`config.mk`:
```
export PLATFORM = sky130hd
export DESIGN_NAME = regfile_mp
export DESIGN_NICKNAME = d
export VERILOG_FILES = /design/src/rtl/regfile_mp.sv
export SDC_FILE = /design/constraint.sdc
export NUM_CORES = 1
export LEC_CHECK = 0
export BUFFER_PORTS_ARGS = -buffer_cell sky130_fd_sc_hd__clkbuf_2
export CORE_MARGIN = 10
export CORE_UTILIZATION = 37
export DETAILED_ROUTE_END_ITERATION = 10
export HOLD_SLACK_MARGIN = 0.1
export PLACE_DENSITY = 0.62
export SLEW_MARGIN = 20
export SYNTH_ARGS = -nofsm -noshare
export SYNTH_HDL_FRONTEND = slang
export SYNTH_SLANG_ARGS = --single-unit
```
`constraint.sdc`:
```
create_clock -name clk -period 2.91 [get_ports clk]
set_input_delay 0.4365 -clock clk [delete_from_list [all_inputs] [get_ports clk]]
set_output_delay 0.4365 -clock clk [all_outputs]
set_load 0.02 [all_outputs]
```
`src/rtl/regfile_mp.sv`:
```
// rtl/regfile_mp.sv - multi-read-port register file with self-clearing after reset
// Reads are masked to zero until the clear sweep finishes; writes during the sweep are dropped.
module regfile_mp #(
  parameter  int XLEN    = 32,
  parameter  int NREGS   = 32,
  parameter  int NRD     = 2,
  parameter  int BYPASS  = 1,
  parameter  int ZERO_R0 = 1,
  localparam int AW      = $clog2(NREGS)
) (
  input  logic                clk,
  input  logic                reset,
  input  logic [NRD*AW-1:0]   rd_addr,
  output logic [NRD*XLEN-1:0] rd_data,
  input  logic                wr_en,
  input  logic [AW-1:0]       wr_addr,
  input  logic [XLEN-1:0]     wr_data,
  output logic                ready,
  output logic                wr_drop
);

  typedef enum logic {CLEAR, READY} state_t;

  state_t          state_q, state_d;
  logic [AW-1:0]   ptr_q, ptr_d;
  logic            ready_q, ready_d;
  logic            wr_drop_q, wr_drop_d;
  logic [XLEN-1:0] mem_q [NREGS];

  logic            mem_we;
  logic [AW-1:0]   mem_waddr;
  logic [XLEN-1:0] mem_wdata;

  always_ff @(posedge clk) begin
    if (!reset) begin
      state_q   <= CLEAR;
      ptr_q     <= '0;
      ready_q   <= 1'b0;
      wr_drop_q <= 1'b0;
    end else begin
      state_q   <= state_d;
      ptr_q     <= ptr_d;
      ready_q   <= ready_d;
      wr_drop_q <= wr_drop_d;
    end
  end

  always_comb begin
    state_d   = state_q;
    ptr_d     = ptr_q;
    ready_d   = ready_q;
    wr_drop_d = 1'b0;
    case (state_q)
      CLEAR: begin
        wr_drop_d = wr_en;
        if (ptr_q == AW'(NREGS - 1)) begin
          state_d = READY;
          ready_d = 1'b1;
        end else begin
          ptr_d = ptr_q + AW'(1);
        end
      end
      READY:   ;
      default: state_d = CLEAR;
    endcase
  end

  always_comb begin
    mem_we    = 1'b0;
    mem_waddr = wr_addr;
    mem_wdata = wr_data;
    if (state_q == CLEAR) begin
      mem_we    = 1'b1;
      mem_waddr = ptr_q;
      mem_wdata = '0;
    end else if (wr_en && !(ZERO_R0 != 0 && wr_addr == '0)) begin
      mem_we = 1'b1;
    end
  end

  // Zero-register masking takes priority over the write bypass.
  always_comb begin
    rd_data = '0;
    for (int i = 0; i < NRD; i++) begin
      if (state_q == READY) begin
        if (ZERO_R0 != 0 && rd_addr[i*AW +: AW] == '0)
          rd_data[i*XLEN +: XLEN] = '0;
        else if (BYPASS != 0 && wr_en && rd_addr[i*AW +: AW] == wr_addr)
          rd_data[i*XLEN +: XLEN] = wr_data;
        else
          rd_data[i*XLEN +: XLEN] = mem_q[rd_addr[i*AW +: AW]];
      end
    end
  end

  always_ff @(posedge clk) begin
    if (reset && mem_we)
      mem_q[mem_waddr] <= mem_wdata;
  end

  assign ready   = ready_q;
  assign wr_drop = wr_drop_q;

endmodule
```
==> metrics <==
share of layout cells above drive strength 1 38.45%; Slew Limit Fails 0; Critical Path, Cell by Cell mux4_2 -> mux2_4 -> o221ai_2 -> buf_4 -> o2111ai_4 -> o211a_4 -> buf_8; Synth Cell Area around 50,000 sq um; Top Metal Used met4; outcome finished, violations left; ANT nets after route 0; GRT Util Overall ~23%; commonest non-fill, non-tap cell in the layout edfxtp_1; Hold Vio Cnt, Final 0; Cell Int Power ~26 mW; starting density of the core between 30% and 40%; Placer Congestion approximately 0.89; largest net degree at the start of global routing 41; switching share of power 23.31%; Mapped Nets approximately 2,900; WP data arrival approximately 2800 ps; CTS sink cnt approximately 1,000; WL final roughly 170,000 microns; VDD IR-drop max around 0.48 mV; CTS H-Tree Depth 3; Area growth syn-to-layout 26.06%; setup TNS -923.3 ps; sequential power share between 40% and 50%; Synth Register Bits about 1,000; crit end category output pin; clock transition at the registers of the reported paths about 60 ps; Final nets roughly 3,400; Async SR Flop Fraction 0%; Crit path largest cell delay 500 ps; post-synthesis cell type count 51; antenna violations before repair 4; Crit Path Category reg2out; post-synthesis sequential area ratio between 60% and 70%; # setup viols final 23; Routed met3 length approximately 22,000 microns; Max Cap Viol 0; Metal-1 WL about 66,000 microns; Power Dens Cells roughly 540 nW/um^2; worst-path maximum fanout 2; drt first pass iters 6; Post-synth top flop edfxtp_1; core area around 130,000 sq um; Psw roughly 7.8 mW; post-DR wirelength/cell between 30 and 40 microns; GRT overflow 0; Hold Path Class in2reg; vias 32,660; DIE AREA around 150,000 sq um; clock network power share 41.5%; drt drc 0; number of global-route vias before repair between 30,000 and 40,000; Ys Warns 0; WP data required between 2000 and 2500 ps; Area after DPL around 56,000 sq um; Comb pwr share around a tenth; worst skew pair latency around 730 ps; Clock Skews approximately 28 ps; worst rel slew slack around 28%; Final min period approximately 3200 ps; crit path max-delay cell type mux4_2; failing checks negative setup slack; Synth Instances roughly 2,900; Mean Syn Cell Area 17.25 sq um; total CTS buffers between 100 and 150; fin crit share 109.6%; RSZ-0062 raised after global routing yes; CTS tree yes; leading cell types in the layout, fill and taps excluded edfxtp_1, mux2i_1, buf_4, mux4_2, o21ai_0; input/output buffers 115; Leakage roughly 20 nW; first-pass GRT wire length roughly 240,000 microns; setup ws final -279.7 ps; hpwl dp around 110,000 microns; Die X just under 400 microns; CP startpoint kind register; Die Height approximately 380 microns; clk root buf clkbuf_16; cell area after layout about 62,000 sq um; Post-synth EDFFs roughly 1,000; Peak Freq about 0.31 GHz; Cell Rows about 130; I/O pins around 120; met2 WL about 77,000 microns; CTS max path bufs 3; vias per cell roughly 6.3; worst slew pin tran 1075 ps; 1st-iter DRT viols approximately 4,000
critical path, delay by kind of cell (launching register included):
| family | cells | cell delay (ps) |
|---|---|---|
| muxes | 2 | 790 |
| AOI/OAI and AO/OA | 3 | 570 |
| DFF | 1 | 400 |
| buffers and inverters | 2 | 280 |
state kept, by name, summed over array words and instances (netlist names):
register,cells
state_q,1
ready,1
mem_q,1024
wr_drop,1
ptr_q,5
Yosys cell counts (25+ instances only):
master	n	area (sq um)
mux2_2	48	540.5
and2_1	33	206.5
a31oi_1	86	538.0
nor2b_1	72	450.4
nor2_1	43	161.4
mux4_2	320	7207
buf_4	52	390.4
o21ai_0	134	670.6
o22ai_1	84	525.5
buf_1	25	93.84
a22o_1	27	236.5
edfxtp_1	1024	30750
nand2_1	54	202.7
a22oi_1	62	465.5
clkbuf_1	107	401.6
a41oi_1	32	280.3
mux2i_1	408	4084
o221ai_1	75	656.9
buf_2	32	160.2
worst paths after layout:
check,startpoint,endpoint,slack [ps],depth (start not counted)
max reg2reg,state_q$_SDFF_PN0_,mem_q[0][28]$_DFFE_PP_,490,7
min reg2reg,ready$_SDFFE_PN0P_,ready$_SDFFE_PN0P_,480,2
max,mem_q[13][8]$_DFFE_PP_,rd_data[40],-280,7
min,wr_data[19],mem_q[3][19]$_DFFE_PP_,150,2
cells by family after synthesis:
family / synth area share, %
buf+inv: 2.837
xor+xnor: 0.2313
simple gates: 2.585
fa+ha+maj: 0.05083
mux: 24.04
compound gates: 7.463
flops: 62.80
power by group through the flow:
| stage | Sequential (mW) | Clock, mW | Combinational, mW |
|---|---|---|---|
| after floorplan | 16.6 | 0 | 1.59 |
| after global placement | 16.6 | 0 | 2.84 |
| after detailed placement | 16.6 | 0 | 2.85 |
| after CTS | 16.2 | 13.9 | 3.07 |
| after global routing | 16.3 | 14.5 | 3.32 |
| final | 16.2 | 13.8 | 3.23 |
final cells by class:
cell class	instances	area (sq um)
Fill cell	11090	69750
Clock buffer	125	2809
Inverter	3	11.26
Sequential cell	1032	30910
Clock inverter	78	676.9
Tap cell	1755	2196
Timing Repair Buffer	611	6564
Antenna cell	1	2.502
Multi-Input combinational cell	1574	18880
through the flow:
stage	util, %	setup WS [ps]	cells	total power [mW]	hold WS (ps)
2_1_floorplan	-	-248.4	2853	18.15	501.2
3_3_place_gp	42.42	-295.0	4934	19.40	455.5
3_5_place_dp	42.42	-330.4	4934	19.41	460.8
4_1_cts	46.47	-335.2	5149	33.22	111.2
5_1_grt	47.08	-328.6	5179	34.11	152.6
6_report	47.08	-279.7	5179	33.27	153.4
routing by layer:
metal | global-route usage (%) | vias to the layer above
met5 | 0 | -
li1 | - | 13020
met4 | 7.772 | 0
met2 | 34.07 | 2200
met3 | 5.947 | 370
met1 | 31.25 | 17080
repair_timing:
item	in CTS	in global routing
hold endpoints to repair	8	0
setup endpoints to repair	64	60
pin swaps	71	45
resized for setup	288	142
gates cloned	4	0
buffers inserted	13	29
hold buffers	2	0
(Power assumes the default switching activity.)
